## config.mk

```make
export PLATFORM = sky130hd
export DESIGN_NAME = pc_control_unit_flat
export DESIGN_NICKNAME = d
export VERILOG_FILES = /design/src/rtl/pc_ctrl_if.sv /design/src/rtl/pc_control_unit.sv /design/src/flat_wrapper.sv
export SDC_FILE = /design/constraint.sdc
export NUM_CORES = 1
export LEC_CHECK = 0
export ABC_AREA = 1
export CAP_MARGIN = 20
export CORE_ASPECT_RATIO = 0.8
export CORE_MARGIN = 2
export CORE_UTILIZATION = 45
export DETAILED_ROUTE_END_ITERATION = 12
export GPL_ROUTABILITY_DRIVEN = 1
export PLACE_DENSITY = 0.9
export SYNTH_ARGS = -nofsm -noshare
export SYNTH_HDL_FRONTEND = slang
export SYNTH_SLANG_ARGS = --single-unit
```

## constraint.sdc

```tcl
create_clock -name clk -period 2.65 [get_ports clk]
set_input_delay 0.265 -clock clk [delete_from_list [all_inputs] [get_ports clk]]
set_output_delay 0.265 -clock clk [all_outputs]
set_load 0.02 [all_outputs]
```

## src/rtl/pc_ctrl_if.sv

```systemverilog
// pc_ctrl_if: fetch-stage control bundle between hazard/branch/debug logic and the PC unit
interface pc_ctrl_if #(
    parameter int PC_W       = 32,
    parameter int HIST_DEPTH = 8
);
    localparam int IW = $clog2(HIST_DEPTH);
    logic            db_ena;
    logic            stall;
    logic            jmp;
    logic [PC_W-1:0] jmp_target;
    logic            br_taken;
    logic [PC_W-1:0] br_target;
    logic            halt_in;
    logic [PC_W-1:0] pc;
    logic [PC_W-1:0] pc_plus;
    logic            draining;
    logic            halted;
    logic [IW-1:0]   hist_rd_idx;
    logic [PC_W-1:0] hist_pc;
    logic [IW:0]     hist_count;
    modport master (
        output db_ena, stall, jmp, jmp_target, br_taken, br_target, halt_in, hist_rd_idx,
        input  pc, pc_plus, draining, halted, hist_pc, hist_count
    );
    modport slave (
        input  db_ena, stall, jmp, jmp_target, br_taken, br_target, halt_in, hist_rd_idx,
        output pc, pc_plus, draining, halted, hist_pc, hist_count
    );
endinterface

```

## src/rtl/pc_control_unit.sv

```systemverilog
// pc_control_unit: next-PC select with stall/debug-enable, halt drain FSM; PC_HIST_EN adds a PC history buffer
module pc_control_unit #(
    parameter int          PC_W         = 32,
    parameter int unsigned RESET_VEC    = 0,
    parameter int unsigned STEP         = 4,
    parameter int unsigned DRAIN_CYCLES = 4,
    parameter int          HIST_DEPTH   = 8
) (
    input logic       clk,
    input logic       reset,
    pc_ctrl_if.slave  bus
);
    localparam int IW = $clog2(HIST_DEPTH);
    typedef enum logic [1:0] {RUN, DRAIN, HALTED} state_t;
    state_t          state_q;
    logic [7:0]      cnt_q;
    logic [PC_W-1:0] pc_q;
    logic [PC_W-1:0] pc_d;
    logic            draining_q;
    logic            halted_q;
    logic            upd;
    assign upd         = bus.db_ena & ~bus.stall & (state_q == RUN);
    assign bus.pc      = pc_q;
    assign bus.pc_plus = pc_q + PC_W'(STEP);
    assign pc_d        = bus.jmp ? bus.jmp_target : bus.br_taken ? bus.br_target : bus.pc_plus;
    assign bus.draining = draining_q;
    assign bus.halted   = halted_q;
    // PC register and RUN/DRAIN/HALTED sequencing; draining/halted are registered state decodes
    always_ff @(posedge clk or negedge reset) begin
        if (!reset) begin
            pc_q       <= PC_W'(RESET_VEC);
            state_q    <= RUN;
            cnt_q      <= '0;
            draining_q <= 1'b0;
            halted_q   <= 1'b0;
        end else if (bus.db_ena) begin
            case (state_q)
                RUN: if (upd) begin
                    pc_q <= pc_d;
                    if (bus.halt_in) begin
                        state_q    <= DRAIN;
                        cnt_q      <= 8'(DRAIN_CYCLES - 1);
                        draining_q <= 1'b1;
                    end
                end
                DRAIN: if (cnt_q == 8'd0) begin
                    state_q    <= HALTED;
                    draining_q <= 1'b0;
                    halted_q   <= 1'b1;
                end else begin
                    cnt_q <= cnt_q - 8'd1;
                end
                HALTED: state_q <= HALTED;
                default: begin
                    state_q    <= RUN;
                    draining_q <= 1'b0;
                    halted_q   <= 1'b0;
                end
            endcase
        end
    end
`ifdef PC_HIST_EN
    logic [PC_W-1:0] hist_q [HIST_DEPTH];
    logic [IW-1:0]   wr_ptr_q;
    logic [IW:0]     hist_count_q;
    logic [IW-1:0]   rd_ptr;
    assign rd_ptr         = wr_ptr_q - IW'(1) - bus.hist_rd_idx;
    assign bus.hist_count = hist_count_q;
    assign bus.hist_pc    = ({1'b0, bus.hist_rd_idx} >= hist_count_q) ? '0 : hist_q[rd_ptr];
    // Write pointer and saturating fill count; entries beyond the count read as zero
    always_ff @(posedge clk or negedge reset) begin
        if (!reset) begin
            wr_ptr_q     <= '0;
            hist_count_q <= '0;
        end else if (upd) begin
            wr_ptr_q     <= wr_ptr_q + IW'(1);
            hist_count_q <= (hist_count_q == (IW+1)'(HIST_DEPTH)) ? hist_count_q : hist_count_q + 1'b1;
        end
    end
    // Capture the PC being replaced on every update
    always_ff @(posedge clk) begin
        if (upd) hist_q[wr_ptr_q] <= pc_q;
    end
`else
    logic unused_hist_idx;
    assign unused_hist_idx = ^bus.hist_rd_idx;
    assign bus.hist_pc     = '0;
    assign bus.hist_count  = '0;
`endif
endmodule
```

## src/flat_wrapper.sv

```systemverilog
// flat-port wrapper written by rule: the top's interface ports become plain ports
module pc_control_unit_flat 
#(
    parameter int          PC_W         = 32,
    parameter int unsigned RESET_VEC    = 0,
    parameter int unsigned STEP         = 4,
    parameter int unsigned DRAIN_CYCLES = 4,
    parameter int          HIST_DEPTH   = 8
)
  (clk, reset, bus_db_ena, bus_stall, bus_jmp, bus_jmp_target, bus_br_taken, bus_br_target, bus_halt_in, bus_hist_rd_idx, bus_pc, bus_pc_plus, bus_draining, bus_halted, bus_hist_pc, bus_hist_count);
  pc_ctrl_if #(.PC_W(PC_W), .HIST_DEPTH(HIST_DEPTH)) bus_i ();
  input logic clk;
  input logic reset;
  input wire logic [$bits(bus_i.db_ena)-1:0] bus_db_ena;
  input wire logic [$bits(bus_i.stall)-1:0] bus_stall;
  input wire logic [$bits(bus_i.jmp)-1:0] bus_jmp;
  input wire logic [$bits(bus_i.jmp_target)-1:0] bus_jmp_target;
  input wire logic [$bits(bus_i.br_taken)-1:0] bus_br_taken;
  input wire logic [$bits(bus_i.br_target)-1:0] bus_br_target;
  input wire logic [$bits(bus_i.halt_in)-1:0] bus_halt_in;
  input wire logic [$bits(bus_i.hist_rd_idx)-1:0] bus_hist_rd_idx;
  output wire logic [$bits(bus_i.pc)-1:0] bus_pc;
  output wire logic [$bits(bus_i.pc_plus)-1:0] bus_pc_plus;
  output wire logic [$bits(bus_i.draining)-1:0] bus_draining;
  output wire logic [$bits(bus_i.halted)-1:0] bus_halted;
  output wire logic [$bits(bus_i.hist_pc)-1:0] bus_hist_pc;
  output wire logic [$bits(bus_i.hist_count)-1:0] bus_hist_count;
  assign bus_i.db_ena = bus_db_ena;
  assign bus_i.stall = bus_stall;
  assign bus_i.jmp = bus_jmp;
  assign bus_i.jmp_target = bus_jmp_target;
  assign bus_i.br_taken = bus_br_taken;
  assign bus_i.br_target = bus_br_target;
  assign bus_i.halt_in = bus_halt_in;
  assign bus_i.hist_rd_idx = bus_hist_rd_idx;
  assign bus_pc = bus_i.pc;
  assign bus_pc_plus = bus_i.pc_plus;
  assign bus_draining = bus_i.draining;
  assign bus_halted = bus_i.halted;
  assign bus_hist_pc = bus_i.hist_pc;
  assign bus_hist_count = bus_i.hist_count;
  pc_control_unit #(.PC_W(PC_W), .RESET_VEC(RESET_VEC), .STEP(STEP), .DRAIN_CYCLES(DRAIN_CYCLES), .HIST_DEPTH(HIST_DEPTH)) u_core (.clk(clk), .reset(reset), .bus(bus_i));
endmodule
```

==> Yosys cells after proc, flatten, opt, wreduce, memory -nomap -nowiden <==
Cells that the tools add are included.
{ "word_totals": {"rom_bits": 0, "n_memories": 0, "register_bits": 44, "ramBits": 0, "out_inout_bits": 102, "wordCells": 43, "in_bits": 74, "latch_bits": 0} }
{ "op_classes": {"shifts": 0, "order_cmp": 0, "n_reduce_logical": 9, "bitwise": 5, "n_addsub": 2, "div_mod_pow": 0, "n_mux": 16, "eq_ne": 6, "mul": 0} }
{ "op_table": {"columns": ["operator", "count"], "rows": [
  ["$mux W32", 2],
  ["$add A32 B3 Y32 const B", 1],
  ["$mux W8", 3],
  ["$pmux W8 S2", 1],
  ["$reduce_and A5 Y1", 2],
  ["$logic_not A8 Y1", 1],
  ["$sub A8 B1 Y8 const B", 1],
  ["$mux W2", 3],
  ["$pmux W2 S3", 1],
  ["$reduce_and A3 Y1", 2],
  ["$mux W1", 4],
  ["$ne A2 B1 Y1 const B", 2],
  ["$ne A2 B2 Y1 const B", 2],
  ["$reduce_and A4 Y1", 1],
  ["$not A1 Y1", 3],
  ["$pmux W1 S3", 1],
  ["$and A1 B1 Y1", 2],
  ["$eq A2 B1 Y1 const B", 1],
  ["$eq A2 B2 Y1 const B", 1],
  ["$logic_not A2 Y1", 1],
  ["$pmux W1 S2", 1],
  ["$reduce_bool A2 Y1", 1],
  ["$reduce_or A2 Y1", 1]
]} }

==> Longest topological paths before layout <==
Gate-level depths: netlist of run 1.
{ "logic_depth": {"depth_word": 5, "depth_mapped": 10, "depth_no_buf": 10} }

==> Worst setup path before layout of run 1 <==
OpenSTA, ideal clock, no wires.
{ "synth_path": {"path_kind": "reg2reg", "from": "register u_core.pc_q[3], in the netlist u_core.bus.pc[3]", "to": "register u_core.pc_q[12], in the netlist u_core.bus.pc[12]", "required_ps": 2563, "synth_period_minus_slack_ps": 1837, "path_buffers": 0, "slack_ps": 813, "arrival_ps": 1750, "path_stages_with_launch": 8, "setup_ps": 87, "path_cell_list": "dfrtp_1 > ha_1 > nand2_2 > nor2_4 > nand3_1 > xor2_1 > nand2_1 > a22oi_1"} }
{ "synth_via": {"elab_chain_len": 3} }
{ "synth_lines": {"columns": ["item", "line_no", "rtl"], "rows": [
  ["from (decl)", "pc_control_unit.sv:17", "logic [PC_W-1:0] pc_q;"],
  ["from (signal assigned)", "pc_control_unit.sv:31", "pc_q <= PC_W'(RESET_VEC);"],
  ["from (signal assigned)", "pc_control_unit.sv:39", "pc_q <= pc_d;"],
  ["$add A32 B3 Y32", "pc_control_unit.sv:24", "assign bus.pc_plus = pc_q + PC_W'(STEP);"],
  ["via bus_pc_plus[12]", "flat_wrapper.sv:23", "output wire logic [$bits(bus_i.pc_plus)-1:0] bus_pc_plus;"],
  ["$mux W32 (2 in a row)", "pc_control_unit.sv:25", "assign pc_d = bus.jmp ? bus.jmp_target : bus.br_taken ? bus.br_target : bus.pc_plus;"]
]} }
The timed path passes the listed nets, and every way through them passes these cells.
A chain may end at the register's enable or synchronous reset.

==> Worst setup path after layout of run 1 <==
{ "layout_path": {"from": "register u_core.pc_q[4], in the netlist u_core.bus.pc[4]", "to": "output bus_pc_plus[23]"} }
{ "layout_via": {"elab_chain_len": 1} }
{ "layout_lines": {"columns": ["item", "line_no"], "rows": [
  ["$add A32 B3 Y32", "pc_control_unit.sv:24"],
  ["to (decl)", "flat_wrapper.sv:23"]
]} }
Every way passes these cells.

==> results.py, run 1 <==
metrics = {
    "outcome": {
        "outcome": "finished, final reports clean",
    },
    "critical_path": {
        "path_buf_inv": 1,
        "r2r-end": "u_core.bus.pc[20]",
        "cp.required_ns": 2.38,
        "reg2reg_slack_ns": 0.73,
        "cp_max_fo": 6,
        "critPathSlowestCell": "clkdlybuf4s50_1",
        "critPathCaptureType": "primary output",
        "slowest_delay_ns": 0.62,
        "crit_type": "flip-flop to primary output",
        "path_delay_family": "simple AND/OR/NAND/NOR gates",
        "arrival_ns": 2.25,
        "reg2reg_from": "u_core.state_q[0]",
        "critPathLaunchType": "flip-flop",
        "ff2ff_path_depth": 6,
        "path_cells": "nand2_2, nor2_4, nand2_2, nor2_4, nand2_1, nand2_1, and2_1, clkdlybuf4s50_1",
    },
    "place": {
        "place_congestion": 0.864,
        "dp.cells": 725,
        "placed_cell_area_sq_um": 4940,
        "portBuffers": 136,
        "place_hpwl_mm": 8.46,
    },
    "floorplan": {
        "core_sq_um": 7840,
        "ios": 176,
        "initial_utilization_pct": 45.9,
        "die_h_um": 84.0,
        "fp.dieW_um": 104,
        "row_count": 29,
        "dieArea_sq_um": 8730,
    },
    "routing": {
        "wire_per_inst_um": 14.8,
        "drtIter0Drc": 197,
        "viasPerCell": 5.13,
        "drc": 0,
        "first_pass_iters": 4,
        "num_vias": 3767,
        "drt-total-wl_mm": 10.9,
        "final_antenna_net_count": 0,
    },
    "timing": {
        "setup_viol": 0,
        "fin_skew_ns": 0.00950,
        "hold_viol": 0,
        "period_needed_ns": 2.51,
        "max_freq_mhz": 398,
        "finalMaxSlewViolations": 0,
        "fin_crit_sh_pct": 94.8,
    },
    "clocking": {
        "cts_root_buffer": "clkbuf_8",
        "htree_levels": 2,
        "worstSkewPairLatency_ns": 0.30,
        "cts_setup_buffers": 0,
        "cts_buffer_depth": 2,
        "clock_sinks": 44,
        "cts_tree": "yes",
        "numCtsBuffers": 5,
        "clk_pin_slew_ns": 0.09,
    },
    "global_routing": {
        "grtUsageTotal_pct": 24.4,
        "grt_pass1_vias": 3644,
        "grt_pass1_wl_mm": 17.4,
        "overflow": 0,
        "antenna_found_initial": 0,
        "grt_max_degree": 45,
    },
    "yosys": {
        "synthCells": 494,
        "syn_avg_cell_area_sq_um": 7.28,
        "synth-seq-cells": 44,
        "synth_cell_type_count": 30,
        "synth.cell_area_sq_um": 3600,
        "yosysSeqAreaShare_pct": 30.6,
        "yosysWarnings": 0,
    },
    "power": {
        "leakage_nw": 2.51,
        "powerDensity_nw_per_um2": 276,
        "ir_worst_vdd_v": 0.000248,
    },
    "worst_hold_path": {
        "min_path_type": "input pin to async pin",
    },
    "cells_and_area": {
        "antennaDiodeCount": 0,
        "synthToLayoutAreaGrowth_pct": 42.1,
        "nFillCells": 676,
        "finalNonFillerCells": 735,
        "num-nets-final": 706,
        "drive_above_1_share_pct": 9.57,
        "fin_area_sq_um": 5110,
    },
    "job": {
        "maxCapViolations": 0,
    },
}
-- worst max-delay path by stage --
stage / startpoint / cells after the start / slack [ns] / end
final: u_core.bus.pc[4] / 8 / 0.14 / bus_pc_plus[23]
after detailed placement: u_core.bus.pc[3] / 8 / 0.35 / bus_pc_plus[28]
after CTS: u_core.bus.pc[3] / 8 / 0.03 / bus_pc_plus[28]
after global routing: u_core.bus.pc[3] / 8 / -0.001 / bus_pc_plus[20]
after global placement: u_core.bus.pc[3] / 8 / 0.40 / bus_pc_plus[20]
after floorplan: u_core.bus.pc[3] / 7 / 0.81 / u_core.bus.pc[12]
-- through the flow --
stage	power [W]	setup WS, ns	utilization (%)	setup TNS, ns	hold WS [ns]
2_1_floorplan	0.000803	0.813	-	0	-0.0306
3_3_place_gp	0.000891	0.403	63.0	0	0.486
3_5_place_dp	0.000895	0.354	63.0	0	0.494
4_1_cts	0.00142	0.0284	64.4	0	0.184
5_1_grt	0.00146	-0.000985	65.2	-0.000985	0.479
6_report	0.00141	0.137	65.2	0	0.433
-- metal layers --
layer  vias to the layer above  track usage (%)  part of all wire (%)
li1                       1790                -                     -
met1                      1791             30.3                    41
met2                       162             41.3                    47
met3                        24             7.03                   9.8
met4                         0             7.49                   2.3
met5                         -                0                     0
-- cells in the mapped netlist (all sizes together) --
master	instances	area (sq um)
nand2	136	541
inv	56	210
nor2	52	284
dfrtp	44	1100
buf	42	305
nand3	33	165
a221oi	25	219
xor2	21	221
a21boi	16	120
a21oi	12	60.1
clkbuf	12	45.0
o21ai	11	55.1
a22oi	10	75.1
or2	7	43.8
ha	6	75.1
and2	3	18.8
o21a	3	22.5
nand4	2	12.5
a2bb2oi	1	8.76
a32oi	1	8.76
conb	1	3.75
-- cell families after synthesis --
group,after synthesis,share of synthesized area [%]
other,1,0.104
DFF,44,30.6
AOI/OAI and AO/OA,79,15.8
buffers and inverters,110,15.6
and+or+nand+nor,233,29.6
xor gates and xnor gates,21,6.16
adders and majority gates,6,2.09
-- what timing repair did --
action	CTS	global route
hold endpoints to repair	0	15
resized for setup	0	16
hold buffers	0	1
endpoints found under the setup margin	0	11
-- power breakdown --
group          total (W)  internal, W  switching, W
combinational   0.000218     0.000106      0.000112
sequential      0.000671     0.000671             0
clock           0.000521     0.000280      0.000241
total            0.00141      0.00106      0.000353
-- state kept, by name, summed over array words and instances, names as in the netlist --
register / cells
u_core.state_q: 2
u_core.cnt_q: 8
u_core.bus.pc: 32
u_core.bus.draining: 1
u_core.bus.halted: 1
-- cells in the final DEF (no fill, tap or decap), types with 6 or more instances in the layout --
cell             Yosys  routed
a21boi_1            15      15
a21oi_1             12      12
a221oi_1            25      25
a22oi_1             10      10
clkdlybuf4s50_1      0     126
conb_1               1      36
dfrtp_1             44      38
dfrtp_2              0       6
dlymetal6s2s_1       0       9
ha_1                 6       6
inv_1               55      55
nand2_1            128     128
nand2_2              6       6
nand3_1             33      31
nor2_1              38      36
nor2_2               5       7
nor2_4               8       8
o21ai_0             11      11
or2_2                7       7
xor2_1              16      16
-- cell type report --
class	instances	area, sq um	share of cell area, %
flip-flops and latches	44	1110	21.7
clock inverters	2	35.0	0.686
multi-input cells	375	2080	40.7
clock buffers	6	72.6	1.42
well taps	108	135	2.65
repair buffers	144	1470	28.7
inverters	56	210	4.11
-- worst register-to-register path, stage by stage (launching register included) --
cell	delay, ns
dfrtp_1	0.41
inv_1	0.09
ha_1	0.23
nand3_2	0.30
buf_12	0.29
a221oi_1	0.36
a21boi_1	0.13
Note: power is estimated with default switching activity, not from simulation.
==> run 2, diff against run 1 <==
Settings changed: TNS_END_PERCENT set to 10.
==> run 2 against run 1 <==
Compared with the run above:
- sequential share of layout area is essentially flat
- global-route usage is the same
- final cell count is the same
- clock skew shrank 0.0013 ns
- critical path depth is the same
- first-iteration DRC count shrank 9.1%
- combinational power is essentially flat
==> results.py, run 2 (same netlist as run 1, synthesis figures left out) <==
metrics = {
    "power": {
        "ir_worst_vdd_v": 0.000248,
        "powerDensity_nw_per_um2": 276,
        "leakage_nw": 2.51,
        "total_power_w": 0.00141,
    },
    "cells_and_area": {
        "final_common_cell": "nand2_1",
        "drive_above_1_share_pct": 9.57,
        "largest_reg_flops": 32,
        "finalNonFillerCells": 735,
        "final_util_pct": 65.2,
        "antennaDiodeCount": 0,
        "layout_common_cells": "128 x nand2_1, 126 x clkdlybuf4s50_1, 55 x inv_1",
        "synthToLayoutAreaGrowth_pct": 42.1,
        "num-nets-final": 706,
    },
    "global_routing": {
        "antenna_found_initial": 0,
        "grtUsageTotal_pct": 24.4,
        "grt_max_degree": 45,
        "grt_pass1_vias": 3644,
        "overflow": 0,
        "grt_pass1_wl_mm": 17.4,
    },
    "clocking": {
        "clock_sinks": 44,
        "numCtsBuffers": 5,
        "cts_setup_buffers": 0,
        "htree_levels": 2,
        "clk_pin_slew_ns": 0.09,
        "worstSkewPairLatency_ns": 0.30,
        "cts_tree": "yes",
        "cts_root_buffer": "clkbuf_8",
        "cts_buffer_depth": 2,
    },
    "job": {
        "maxCapViolations": 0,
    },
    "place": {
        "place_hpwl_mm": 8.46,
        "portBuffers": 136,
        "dp.cells": 725,
        "place_congestion": 0.864,
    },
    "routing": {
        "first_pass_iters": 4,
        "drtIter0Drc": 179,
        "num_vias": 3764,
        "wire_per_inst_um": 14.7,
        "drt-total-wl_mm": 10.8,
        "final_antenna_net_count": 0,
        "viasPerCell": 5.12,
        "drc": 0,
    },
    "timing": {
        "finalMaxSlewViolations": 0,
        "fin_crit_sh_pct": 95.6,
        "period_needed_ns": 2.53,
        "fin_skew_ns": 0.00817,
        "slew_headroom_pct": 66.5,
        "rsz0062_at_grt": "yes",
        "hold_viol": 0,
        "finalHoldWorstSlack_ns": 0.431,
        "max_freq_mhz": 395,
        "setup_viol": 0,
        "worstMarginPinSlew_ns": 0.502,
    },
    "critical_path": {
        "critPathCaptureType": "primary output",
        "arrival_ns": 2.27,
        "path_cells": "nand2_1, nor2_1, nand2_1, nor2_4, nand2_1, nand2_1, and2_1, clkdlybuf4s50_1",
        "cp.required_ns": 2.38,
        "critPathLaunchType": "flip-flop",
        "crit_type": "flip-flop to primary output",
        "critPathSlowestCell": "clkdlybuf4s50_1",
        "cp_max_fo": 5,
        "cp_common_cell": "nand2_1",
        "slowest_delay_ns": 0.62,
        "path_delay_family": "simple AND/OR/NAND/NOR gates",
        "path_buf_inv": 1,
    },
    "floorplan": {
        "row_count": 29,
        "initial_utilization_pct": 45.9,
        "core_sq_um": 7840,
        "die_h_um": 84.0,
        "ios": 176,
        "fp.dieW_um": 104,
        "dieArea_sq_um": 8730,
    },
    "worst_hold_path": {
        "min_path_type": "input pin to async pin",
    },
    "outcome": {
        "outcome": "finished, final reports clean",
    },
}
-- run 2: per-stage QoR --
step | setup TNS, ns | setup slack (ns) | area (sq um)
final | 0 | 0.118 | 5110
after global routing | -0.0308 | -0.0298 | 5110
after CTS | 0 | 0.0284 | 5040
after detailed placement | 0 | 0.354 | 4940
after global placement | 0 | 0.403 | 4940
after floorplan | 0 | 0.813 | 3730
-- run 2: final timing paths --
check                           depth (start not counted)  slack, ns               from                end
worst max-delay path                                    8       0.12  u_core.bus.pc[14]    bus_pc_plus[23]
worst min-delay path                                    2       0.43              reset  u_core.bus.pc[14]
worst max register to register                          6       0.74  u_core.state_q[0]  u_core.bus.pc[20]
worst min register to register                          2       0.53  u_core.bus.halted  u_core.bus.halted
max in group asynchronous                               3       1.70              reset  u_core.bus.pc[12]
min in group clk                                        2       0.53  u_core.bus.halted  u_core.bus.halted
-- run 2: worst reg2reg max path: cells and delay by family, from the launching register on --
family | cells | cell delay (ns)
compound gates | 2 | 0.48
flops | 1 | 0.41
fa+ha+maj | 1 | 0.23
buf+inv | 2 | 0.38
simple gates | 1 | 0.30
-- run 2: layer usage --
metal  vias up  wire [um]  global-route usage [%]
met3        21        991                    7.03
met1      1793       4450                    30.3
met5         -          0                       0
met2       162       5140                    41.3
li1       1788          -                       -
met4         0        229                    7.49
-- run 2: area by class of cell --
type	count	area, sq um
Clock buffer	6	72.6
Clock inverter	2	35.0
Fill cell	675	2730
Inverter	56	210
Multi-Input combinational cell	375	2080
Sequential cell	44	1110
Tap cell	108	135
Timing Repair Buffer	144	1470
-- run 2: repair_timing --
action / 4_1_cts / 5_1_grt
hold endpoints to repair: 0 / 15
resized for setup: 0 / 16
setup endpoints to repair: 0 / 11
hold buffers: 0 / 1
-- run 2: where the power goes --
| part | total (W) | switching (W) | internal, W |
|---|---|---|---|
| combinational | 0.000218 | 0.000112 | 0.000106 |
| clock | 0.000521 | 0.000240 | 0.000280 |
| sequential | 0.000671 | 0 | 0.000671 |
| total | 0.00141 | 0.000352 | 0.00106 |
